===== config.mk =====
export PLATFORM = sky130hd
export DESIGN_NAME = alu_arbiter
export DESIGN_NICKNAME = d
export VERILOG_FILES = /design/src/rtl/alu_arbiter_pkg.sv /design/src/rtl/alu_arbiter.sv
export SDC_FILE = /design/constraint.sdc
export NUM_CORES = 1
export LEC_CHECK = 0
export CAP_MARGIN = 40
export CORE_ASPECT_RATIO = 0.9
export CORE_MARGIN = 2
export CORE_UTILIZATION = 30
export DETAILED_ROUTE_END_ITERATION = 16
export PLACE_DENSITY = 0.67
export SYNTH_ARGS = -nofsm -noshare
export SYNTH_HDL_FRONTEND = slang
export SYNTH_SLANG_ARGS = --single-unit

===== constraint.sdc =====
create_clock -name i_clk -period 2.06 [get_ports i_clk]
set_clock_uncertainty 0.05 [all_clocks]
set_input_delay 0.412 -clock i_clk [delete_from_list [all_inputs] [get_ports i_clk]]
set_output_delay 0.412 -clock i_clk [all_outputs]
set_load 0.02 [all_outputs]

===== src/rtl/alu_arbiter_pkg.sv =====
// ALU operation encoding shared by the arbiter and its users.
package alu_arbiter_pkg;

  typedef enum logic [3:0] {
    ALU_ADD  = 4'd0,
    ALU_SUB  = 4'd1,
    ALU_AND  = 4'd2,
    ALU_OR   = 4'd3,
    ALU_XOR  = 4'd4,
    ALU_SLL  = 4'd5,
    ALU_SRL  = 4'd6,
    ALU_SRA  = 4'd7,
    ALU_SLT  = 4'd8,
    ALU_SLTU = 4'd9
  } ALUSel_e;

endpackage


===== src/rtl/alu_arbiter.sv =====
// Two-requester arbiter in front of a single shared combinational ALU.
// Exactly one transaction is in flight at a time. The ALU sees the latched
// operation and operands. Its result is captured, then returned to the owner
// with a valid/ready handshake.
//
// Ports
//   i_clk, i_rst_n         clock, async active-low reset
//   i_req_valid/o_req_ready per-requester request handshake
//   i_req_op/a/b           per-requester operation and operands
//   o_rsp_valid            one-hot response valid (owner only)
//   i_rsp_ready            per-requester response accept
//   o_rsp_data             captured ALU result
//   o_alu_op/a/b           drive to the shared ALU
//   i_alu_res              shared ALU result (combinational)
//
// state | meaning
// IDLE  | waiting for a request; grant and latch on the first valid
// EXEC  | ALU driven with latched op/operands; result captured at cycle end
// RESP  | result offered to the owner until it accepts
module alu_arbiter
  import alu_arbiter_pkg::*;
#(
  parameter bit PRIO_FIXED = 1'b0
) (
  input  logic             i_clk,
  input  logic             i_rst_n,
  input  logic [1:0]       i_req_valid,
  output logic [1:0]       o_req_ready,
  input  ALUSel_e [1:0]    i_req_op,
  input  logic [1:0][31:0] i_req_a,
  input  logic [1:0][31:0] i_req_b,
  output logic [1:0]       o_rsp_valid,
  input  logic [1:0]       i_rsp_ready,
  output logic [31:0]      o_rsp_data,
  output ALUSel_e          o_alu_op,
  output logic [31:0]      o_alu_a,
  output logic [31:0]      o_alu_b,
  input  logic [31:0]      i_alu_res
);

  typedef enum logic [1:0] {
    IDLE = 2'd0,
    EXEC = 2'd1,
    RESP = 2'd2
  } state_e;

  state_e      state_q, state_d;
  logic        ptr_q, ptr_d;
  logic        gnt_q, gnt_d;
  ALUSel_e     op_q, op_d;
  logic [31:0] a_q, a_d;
  logic [31:0] b_q, b_d;
  logic [31:0] res_q, res_d;
  logic        gnt_sel;

  // Contention resolves via the round-robin pointer, or to requester 0
  // when fixed priority is selected.
  always_comb begin
    gnt_sel = 1'b0;
    case (i_req_valid)
      2'b01:   gnt_sel = 1'b0;
      2'b10:   gnt_sel = 1'b1;
      2'b11:   gnt_sel = PRIO_FIXED ? 1'b0 : ptr_q;
      default: gnt_sel = 1'b0;
    endcase
  end

  always_comb begin
    state_d     = state_q;
    ptr_d       = ptr_q;
    gnt_d       = gnt_q;
    op_d        = op_q;
    a_d         = a_q;
    b_d         = b_q;
    res_d       = res_q;
    o_req_ready = 2'b00;
    o_rsp_valid = 2'b00;
    case (state_q)
      IDLE: begin
        // Ready is gated by reset so that no handshake is offered
        // while reset is held, even with requests pending.
        if ((|i_req_valid) && i_rst_n) begin
          o_req_ready[gnt_sel] = 1'b1;
          gnt_d                = gnt_sel;
          op_d                 = i_req_op[gnt_sel];
          a_d                  = i_req_a[gnt_sel];
          b_d                  = i_req_b[gnt_sel];
          ptr_d                = ~gnt_sel;
          state_d              = EXEC;
        end
      end
      EXEC: begin
        res_d   = i_alu_res;
        state_d = RESP;
      end
      RESP: begin
        o_rsp_valid[gnt_q] = 1'b1;
        if (i_rsp_ready[gnt_q]) begin
          state_d = IDLE;
        end
      end
      default: state_d = IDLE;
    endcase
  end

  always_ff @(posedge i_clk or negedge i_rst_n) begin
    if (!i_rst_n) begin
      state_q <= IDLE;
      ptr_q   <= 1'b0;
      gnt_q   <= 1'b0;
      op_q    <= ALU_ADD;
      a_q     <= 32'd0;
      b_q     <= 32'd0;
      res_q   <= 32'd0;
    end else begin
      state_q <= state_d;
      ptr_q   <= ptr_d;
      gnt_q   <= gnt_d;
      op_q    <= op_d;
      a_q     <= a_d;
      b_q     <= b_d;
      res_q   <= res_d;
    end
  end

  assign o_alu_op   = op_q;
  assign o_alu_a    = a_q;
  assign o_alu_b    = b_q;
  assign o_rsp_data = res_q;

endmodule


After elaboration in Yosys (flattened, before gate mapping)
Index checks and enable logic that the tools add are counted.

Magnitude comparators: 4. Bitwise gates (word level): 1. Reductions and logical operators: 7. Equal/unequal tests: 6. Mux-type cells: 19.

Operator list (number): 32-bit two-way mux (4); 2-bit two-way mux (5); 4-bit two-way mux (2); 2-bit == test (second input constant) (3); 2-bit case mux with 3 select lines (1); 1-bit by 2-bit < comparator with 1-bit output (second input constant) (2); 1-bit two-way mux (4); 2-bit inequality test (second input constant) (2); 2-bit AND reduction (2); 1-bit logical AND (3); 1-bit demux with 1-bit select (2); 2-bit by 1-bit == test with 1-bit output (second input constant) (1); 1-bit >= comparator (second input constant) (2); 2-bit zero test (1); 1-bit case mux with 2 select lines (1); 2-bit OR reduction (1); 1-bit inverter (1).

Logic and storage cells: 44. Bits in registers: 104. Input bits: 174.

Depth between registers and ports, before layout
Gate-level depths: netlist of the first run.

Word-level depth: 8. Depth in mapped cells: 6.

Least setup slack after synthesis of the first run
OpenSTA, ideal clock, no wires.

Kind: input port to output port. From: input port i_rst_n. To: output port o_req_ready[1]. Cell stages on the path: 5. Buffers on the path: 3. Path slack: 95 ps. Arrival time: 1503 ps. Cells stage by stage: or3b_1 > buf_2 > buf_6 > buf_6 > nor3b_2.

Cells in the longest elaborated chain, start to end: 3.

Ends and longest elaborated chain: start: declaration (line alu_arbiter.sv:26) `input logic i_rst_n,`; 1-bit logical AND (line alu_arbiter.sv:82) `if ((|i_req_valid) && i_rst_n) begin`; 2-bit two-way mux (line alu_arbiter.sv:82); 2-bit two-way mux (line alu_arbiter.sv:78) `case (state_q)`; end: declaration (line alu_arbiter.sv:28) `output logic [1:0] o_req_ready,`.

Every way passes these cells.

Worst setup path in the final report of the first run
From: register state_q[0]. To: output port o_req_ready[1].

Cells in the longest elaborated chain, start to end: 2.

Ends and longest elaborated chain: start: declaration (line alu_arbiter.sv:47) `state_e state_q, state_d;`; start signal: assignment (line alu_arbiter.sv:116) `state_q <= state_d;`; 2-bit zero test (line alu_arbiter.sv:78); 2-bit two-way mux (line alu_arbiter.sv:78).

Every way passes these cells.

==> reports/metrics.yaml, run 1 <==
status: "completed"
slowest_delay_ps: 420
slowest_stage: "or3b_4"
synth-edff-count: 0
irDropWorstVdd_mv: 0.695
worstSkewPairLatency_ps: 340
postCtsSetupRepairBufs: 0
route.detailed.drc: 0
maxCapViolCount: 0
cp.arrival_ps: 1550
slew_violations: 0
grt_pass1_vias: 4579
dp_cells: 848
use_met2_pct: 32.2
clk_pin_slew_ps: 70
fin_cells: 865
ios: 278
cp_cell_sequence: "or3b_4 > nor3b_4 > buf_6"
critPathTopFamily: "simple AND/OR/NAND/NOR gates"
cts-root-buf: "clkbuf_16"
syn2layout_area_growth_pct: 72.6
clock-sinks: 104
required_ps: 1600
p_leak_nw: 3.25
critPathMaxFanout: 2
hp-class: "input port to async pin"
dieWidth_um: 134
core_um2: 14800
syn_area_per_cell_um2: 11.5
grt_pass1_wl_mm: 24.8
stdcell_area_um2: 7930
num_rows: 42
synthesis.area_um2: 4600
grtUsageTotal_pct: 19.3
postPlaceCellArea_um2: 7550
vias: 4386
finalSetupViolations: 0
worstSetupPathType: "flop to output port"
htree_levels: 3
port_buffers: 277
postCtsHoldBufs: 0
yosysMostFrequentCell: "dfrtp_1"
critPathLaunchType: "flop"
whs_ps: 253
viasPerCell: 5.07
synth_top_area_share_pct: 56.6
drt_pre_antenna_iters: 4
synth.largest_area_cell: "dfrtp_1"
relSlewSlack_pct: 43.2
synthCells: 401
power_density_nw_per_um2: 1420
synth-main-ff-cell: "dfrtp_1"
yosys_warnings: 0
synth.top_cells.by_count: "dfrtp_1 (104), nand2_1 (69), a221o_1 (68)"
drive_gt1_share_pct: 12.3
finalHoldViolations: 0
post-route-period-util_pct: 97.7
tightestPinTransition_ps: 851
ys_ff_latch: 104
grt_max_degree: 70
wirelength_mm: 15.9
die-area_um2: 16300
fin_util_pct: 53.5
period_needed_ps: 2010
clockBufferDepth: 2
routedWlPerCell_um: 18.4
clock.fmax_mhz: 497
dp_hpwl_mm: 10.9
grt_util_met3_pct: 4.59
yosysSeqAreaShare_pct: 56.6
tritoncts: "yes"
synthArstFlopShare_pct: 100
synth_area_leaders: "dfrtp_1 (57%), a221o_1 (15%), mux2_2 (8.1%), nor3_1 (6.4%), nand2_1 (5.6%)"
start_util_pct: 31.0
use_met1_pct: 24.8
path_buf_inv: 1
synthDistinctLibCells: 21
drt-initial-drc-count: 238
grt_overflow: 0
end_kind: "output port"
gp_congestion: 0.789
drt.antenna.violating_nets: 0
top_usage_layer: "met2"
syn-num-nets: 575
antenna_found_initial: 0
die_h_um: 121
fin_nets: 835
cts_buffers: 9
## state kept, by name, summed over array words and instances, names as in the netlist
name / count
state_q: 2
o_alu_b: 32
o_alu_a: 32
gnt_q: 1
o_rsp_data: 32
ptr_q: 1
o_alu_op: 4
## power breakdown
part / switching [mW] / internal, mW / leakage (nW)
Clock: 0.748 / 1.26 / 0.173
Sequential: 0.559 / 3.03 / 1.26
Combinational: 2.77 / 2.94 / 1.81
## worst min-delay path, stage by stage
cell   delay [ps]
buf_4         110
buf_4         110
buf_4         490
## final timing paths
check	slack, ps	cells after the start	from	to
worst max register to register	220	5	state_q[0]$_DFFE_PN0P_	o_alu_b[15]$_DFFE_PN0P_
max in group asynchronous	530	4	i_rst_n	o_alu_a[30]$_DFFE_PN0P_
worst max-delay path	50	3	state_q[0]$_DFFE_PN0P_	o_req_ready[1]
worst min register to register	460	1	o_rsp_data[18]$_DFFE_PN0N_	o_rsp_data[18]$_DFFE_PN0N_
worst min-delay path	250	3	i_rst_n	o_alu_b[27]$_DFFE_PN0P_
min in group i_clk	460	1	o_rsp_data[18]$_DFFE_PN0N_	o_rsp_data[18]$_DFFE_PN0N_
## cells by family (layout without fill, tap and decap cells)
group	count (synthesis)	count (layout)	synth area share (%)
simple gates	146	146	15.4
flops	104	104	56.6
compound gates	72	72	15.2
buf+inv	46	311	4.68
mux	33	33	8.09
other cells	0	1	0
## metrics by stage
| step | setup slack [ps] | power (mW) | TNS, ps |
|---|---|---|---|
| 2_1_floorplan | 94.6 | 6.43 | 0 |
| 3_3_place_gp | -291 | 9.22 | -16140 |
| 3_5_place_dp | -275 | 9.30 | -16640 |
| 4_1_cts | -49.4 | 11.4 | -49.4 |
| 5_1_grt | -26.9 | 11.9 | -26.9 |
| 6_report | 47.2 | 11.3 | 0 |
## what timing repair did
item / 4_1_cts / 5_1_grt
pin swaps: 0 / 1
setup endpoints to repair: 67 / 70
gates resized for setup: 11 / 9
## cell usage in the layout, fill, tap and decap left out, drive strengths merged, types with 3 or more instances in the layout
cell type | synthesis | layout
nand2 | 69 | 69
mux2 | 33 | 33
clkdlybuf4s50 | 0 | 271
bufinv | 0 | 3
clkbuf | 17 | 12
nor3 | 68 | 68
buf | 26 | 19
dfrtp | 104 | 104
inv | 3 | 4
a221o | 68 | 68
## cell type report
class / instances / area, um2
well taps: 198 / 248
multi-input cells: 251 / 1820
flip-flops and latches: 104 / 2600
repair buffers: 292 / 2890
clock buffers: 12 / 256
diodes: 1 / 2.50
clock inverters: 4 / 98.8
inverters: 3 / 11.3
fillers: 1286 / 6890
## per-layer routing
layer	routed length, um	vias to the layer above
met1	6660	2182
met3	1010	22
met2	7990	169
met5	0	-
met4	288	0
li1	-	2013
(Power assumes the default switching activity.)
==> run 2, diff against run 1 <==
CAP_MARGIN = not set   (was 40)
CORE_UTILIZATION = 25   (was 30)
PLACE_DENSITY = not set   (was 0.67)
==> reports/metrics.yaml, run 2 (same netlist as run 1, synthesis figures left out) <==
status: "completed"
timing.rr.start: "state_q[1]$_DFFE_PN0P_"
cp_cell_sequence: "or3b_4 > nor3b_4 > buf_6"
route.detailed.drc: 0  # unchanged
die_h_um: 133  # +9.2%
clock.fmax_mhz: 499  # +0.39%
p_leak_nw: 3.23  # -0.56%
clk_pin_slew_ps: 70  # about the same
grtUsageTotal_pct: 16.9  # -2.3 points
stdcell_area_um2: 7950  # +0.24%
worstSetupPathType: "flop to output port"
final_common_cell: "clkdlybuf4s50_1"
vias: 4397  # +0.25%
start_util_pct: 25.2  # -5.8 points
drt-initial-drc-count: 230  # -3.4%
grt_max_degree: 73  # +4.3%
grt_overflow: 0  # unchanged
postCtsSetupRepairBufs: 0  # unchanged
finalHoldViolations: 0  # unchanged
routedWlPerCell_um: 18.1  # -1.9%
fillers: 1685  # +31%
cts_buffers: 9  # unchanged
grt_pass1_wl_mm: 26.3  # +5.8%
multi_input_area_um2: 1810  # -0.55%
reg2reg_slack_ps: 160  # -60 ps
required_ps: 1600  # about the same
cp.arrival_ps: 1540  # about the same
dieWidth_um: 147  # +9.3%
wirelength_mm: 16.5  # +3.6%
critPathLaunch: "state_q[1]$_DFFE_PN0P_"
power_density_nw_per_um2: 1390  # -2.7%
syn2layout_area_growth_pct: 73.0
relSlewSlack_pct: 34.0  # -9.3 points
clock-sinks: 104  # unchanged
tightestPinTransition_ps: 990  # +139 ps
die-area_um2: 19500  # +19%
drive_gt1_share_pct: 12.3  # -0.018 points
critPathLaunchType: "flop"
worstSkewPairLatency_ps: 340  # about the same
antenna_found_initial: 0  # unchanged
irDropWorstVdd_mv: 0.778  # +12%
port_buffers: 277  # unchanged
core_um2: 18200  # +23%
fin_cells: 913  # +5.5%
tritoncts: "yes"
slowest_delay_ps: 430  # about the same
seq_area_um2: 2600  # unchanged
rsz0062_at_grt: "true"
post-route-period-util_pct: 97.3  # -0.38 points
drt.antenna.violating_nets: 0  # unchanged
hp-class: "input port to async pin"
critPathMaxFanout: 4  # +2
htree_levels: 3  # unchanged
cts-root-buf: "clkbuf_16"
period_needed_ps: 2000  # -7.83 ps
dp_cells: 896  # +5.7%
finalSetupViolations: 0  # unchanged
grt_pass1_vias: 4706  # +2.8%
slowest_stage: "dfrtp_1"
clockBufferDepth: 2  # unchanged
ios: 278  # unchanged
final_cell_mix: "clkdlybuf4s50_1 (271), dfrtp_1 (104), nand2_1 (69)"
viasPerCell: 4.82  # -5.0%
gp_congestion: 0.806  # +2.1%
drt_pre_antenna_iters: 4  # unchanged
slew_violations: 0  # unchanged
postPlaceCellArea_um2: 7640  # +1.2%
num_rows: 47  # +12%
maxCapViolCount: 0  # unchanged
dp_hpwl_mm: 11.4  # +4.7%
fin_nets: 837  # +0.24%
end_kind: "output port"
## run 2: changes by cell type in the layout (fill, tap and decap cells not counted), sizes merged
cell and change:
bufinv -2, clkdlybuf4s15 +1, buf +1, dlygate4sd3 +1
dlygate4sd2 -1, clkinv +2, clkbuf -2, clkinvlp +1
## run 2: what timing repair did
action                                  in CTS  in global routing
hold endpoints to repair                     1                  0
resized for setup                           12                  5
endpoints found under the setup margin      66                  3
hold buffers                                 1                  0
pin swaps                                    0                  0
## run 2: path summary, 6_finish.rpt
path | endpoint | cells past startpoint
max in group asynchronous | o_alu_b[24]$_DFFE_PN0P_ | 3
max | o_req_ready[1] | 3
min reg2reg | o_rsp_data[25]$_DFFE_PN0N_ | 1
min | o_alu_a[8]$_DFFE_PN0P_ | 2
max reg2reg | o_alu_op[2]$_DFFE_PN0P_ | 4
min in group i_clk | o_rsp_data[25]$_DFFE_PN0N_ | 1
## run 2: metrics by stage
step                hold WS (ps)  util, %  setup slack [ps]  power (mW)  setup TNS [ps]
finish                      84.7     43.6              55.1        11.0               0
global route                 110     43.6             -20.9        11.6           -20.9
CTS                         90.4     43.5             -6.86        11.1           -6.86
detailed placement           366     41.9              -228        9.37          -14520
global placement             369     41.9              -220        9.28          -12000
floorplan                   66.4        -              94.6        6.43               0
## run 2: power breakdown
group	leakage, nW	switching, mW	internal, mW
sequential	1.26	0.596	3.03
combinational	1.83	2.73	2.95
clock	0.139	0.769	0.938
total	3.23	4.10	6.92
## run 2: worst max-delay path, delay by kind of cell, from the launching register on
family	cells	cell delay [ps]
and+or+nand+nor	2	630
DFF	1	430
buffers and inverters	1	150
## run 2: layer usage
layer / vias up / wire, um / track usage (%)
met5: - / 0 / 0
met4: 0 / 388 / 6.14
met3: 26 / 1030 / 3.66
met2: 197 / 8040 / 28.1
met1: 2166 / 7060 / 21.8
li1: 2008 / - / -
## run 2: layout make-up
| cell class | instances | share of cell area, % |
|---|---|---|
| antenna | 1 | 0.0315 |
| multi-input combinational | 251 | 22.8 |
| sequential | 104 | 32.7 |
| inverter | 3 | 0.142 |
| tap | 245 | 3.85 |
| clock inverter | 5 | 0.708 |
| timing repair buffer | 294 | 36.9 |
| clock buffer | 10 | 2.88 |
==> run 3, diff against run 2 <==
clock period = 2.25 ns   (was 2.06 ns; I/O delays follow)
==> reports/metrics.yaml, run 3 (same netlist as run 1, synthesis figures left out) <==
core_um2: 18200  # unchanged
worstSkewPairLatency_ps: 350  # about the same
drt-initial-drc-count: 165  # -28%
cp.arrival_ps: 1620  # +80 ps
whs_ps: 37.0  # -47.8 ps
finalHoldViolations: 0  # unchanged
setup_tns_ps: 0  # unchanged
route.detailed.drc: 0  # unchanged
power_density_nw_per_um2: 1270  # -8.6%
grt_overflow: 0  # unchanged
finalSetupViolations: 0  # unchanged
clk_pin_slew_ps: 70  # about the same
end_kind: "output port"
drt-met1-wl_mm: 6.81  # -3.5%
antenna_found_initial: 1  # +1
tightestPinTransition_ps: 864  # -127 ps
worstSetupPathType: "flop to output port"
grt_max_degree: 70  # -4.1%
p_leak_nw: 3.24  # +0.16%
post-route-period-util_pct: 94.2
vias: 4334  # -1.4%
postCtsHoldBufs: 0  # -1
relSlewSlack_pct: 42.4  # +8.5 points
critPathLaunchType: "flop"
die_h_um: 133  # unchanged
clock-sinks: 104  # unchanged
die-area_um2: 19500  # unchanged
required_ps: 1750  # +150 ps
cts-root-buf: "clkbuf_16"
syn2layout_area_growth_pct: 72.0
wirelength_mm: 16.3  # -1.3%
port_buffers: 277  # unchanged
ios: 278  # unchanged
postCtsSetupRepairBufs: 0  # unchanged
drt.antenna.violating_nets: 0  # unchanged
grt_pass1_wl_mm: 25.7  # -2.1%
period_needed_ps: 2120
cts_resized: 3  # -9
viasPerCell: 4.76  # -1.1%
drt_pre_antenna_iters: 4  # unchanged
gp_congestion: 0.802  # -0.50%
critPathMaxFanout: 4  # unchanged
hp-class: "input port to async pin"
start_util_pct: 25.2  # unchanged
routedWlPerCell_um: 17.9  # -0.98%
final_common_cell: "clkdlybuf4s50_1"
dp_hpwl_mm: 11.2  # -2.0%
clockBufferDepth: 2  # unchanged
maxCapViolCount: 0  # unchanged
fillers: 1703  # +1.1%
slew_violations: 0  # unchanged
grt_pass1_vias: 4693  # -0.28%
num_rows: 47  # unchanged
tritoncts: "yes"
clock.fmax_mhz: 472
cts_buffers: 9  # unchanged
routed-wl-met3_mm: 1.19  # +15%
drive_gt1_share_pct: 11.9  # -0.40 points
status: "completed"
rsz0062_at_grt: "false"
final_cell_mix: "clkdlybuf4s50_1 (271), dfrtp_1 (104), nand2_1 (69)"
irDropWorstVdd_mv: 0.864  # +11%
fin_nets: 833  # -0.48%
grtUsageTotal_pct: 16.6  # -0.30 points
wl_met2_mm: 8.01  # -0.35%
top_layer_used: "met4"
htree_levels: 3  # unchanged
dieWidth_um: 147  # unchanged
==> run 3: power by group <==
| part | switching (mW) | internal, mW |
|---|---|---|
| clock | 0.746 | 0.797 |
| sequential | 0.531 | 2.77 |
| combinational | 2.50 | 2.67 |
| total | 3.77 | 6.24 |
==> run 3: layout make-up <==
| class | instances | area, um2 | area share (%) |
|---|---|---|---|
| inverter | 3 | 11.3 | 0.142 |
| sequential | 104 | 2600 | 32.9 |
| clock buffer | 10 | 239 | 3.02 |
| timing repair buffer | 290 | 2890 | 36.5 |
| tap | 245 | 307 | 3.88 |
| antenna | 1 | 2.50 | 0.0317 |
| multi-input combinational | 251 | 1800 | 22.8 |
| clock inverter | 6 | 56.3 | 0.712 |
==> run 3: metrics by stage <==
stage          area (um2)  utilization, %  std cells  setup slack (ps)  power (mW)
3_5_place_dp         7610            41.7        893              -159        8.54
4_1_cts              7900            43.3        909              13.8        10.1
5_1_grt              7900            43.4        909              10.3        10.6
3_3_place_gp         7610            41.7        893              -111        8.46
2_1_floorplan        4600               -        401               209        5.89
6_report             7910            43.4        910               130        10.0
==> run 3: layer usage <==
metal	track usage, %	up-vias
met2	28.6	182
met4	5.45	0
met3	4.41	19
met5	0	-
li1	-	2011
met1	20.3	2122
==> run 3: worst max-delay path, stage by stage, from the launching register on <==
cell and delay, ps:
dfrtp_1 400, nor3b_1 220, buf_4 160, and3_2 190, clkdlybuf4s15_1 300
==> run 3: worst paths after layout <==
path / from / to / slack [ps] / depth (start not counted)
setup / recovery: state_q[0]$_DFFE_PN0P_ / o_req_ready[0] / 130 / 4
hold / removal: i_rst_n / state_q[0]$_DFFE_PN0P_ / 40 / 3
setup reg to reg: state_q[0]$_DFFE_PN0P_ / o_alu_a[20]$_DFFE_PN0P_ / 210 / 5
hold reg to reg: o_rsp_data[4]$_DFFE_PN0N_ / o_rsp_data[4]$_DFFE_PN0N_ / 460 / 1
max in group asynchronous: i_rst_n / o_rsp_data[18]$_DFFE_PN0N_ / 780 / 3
min in group i_clk: o_rsp_data[4]$_DFFE_PN0N_ / o_rsp_data[4]$_DFFE_PN0N_ / 460 / 1
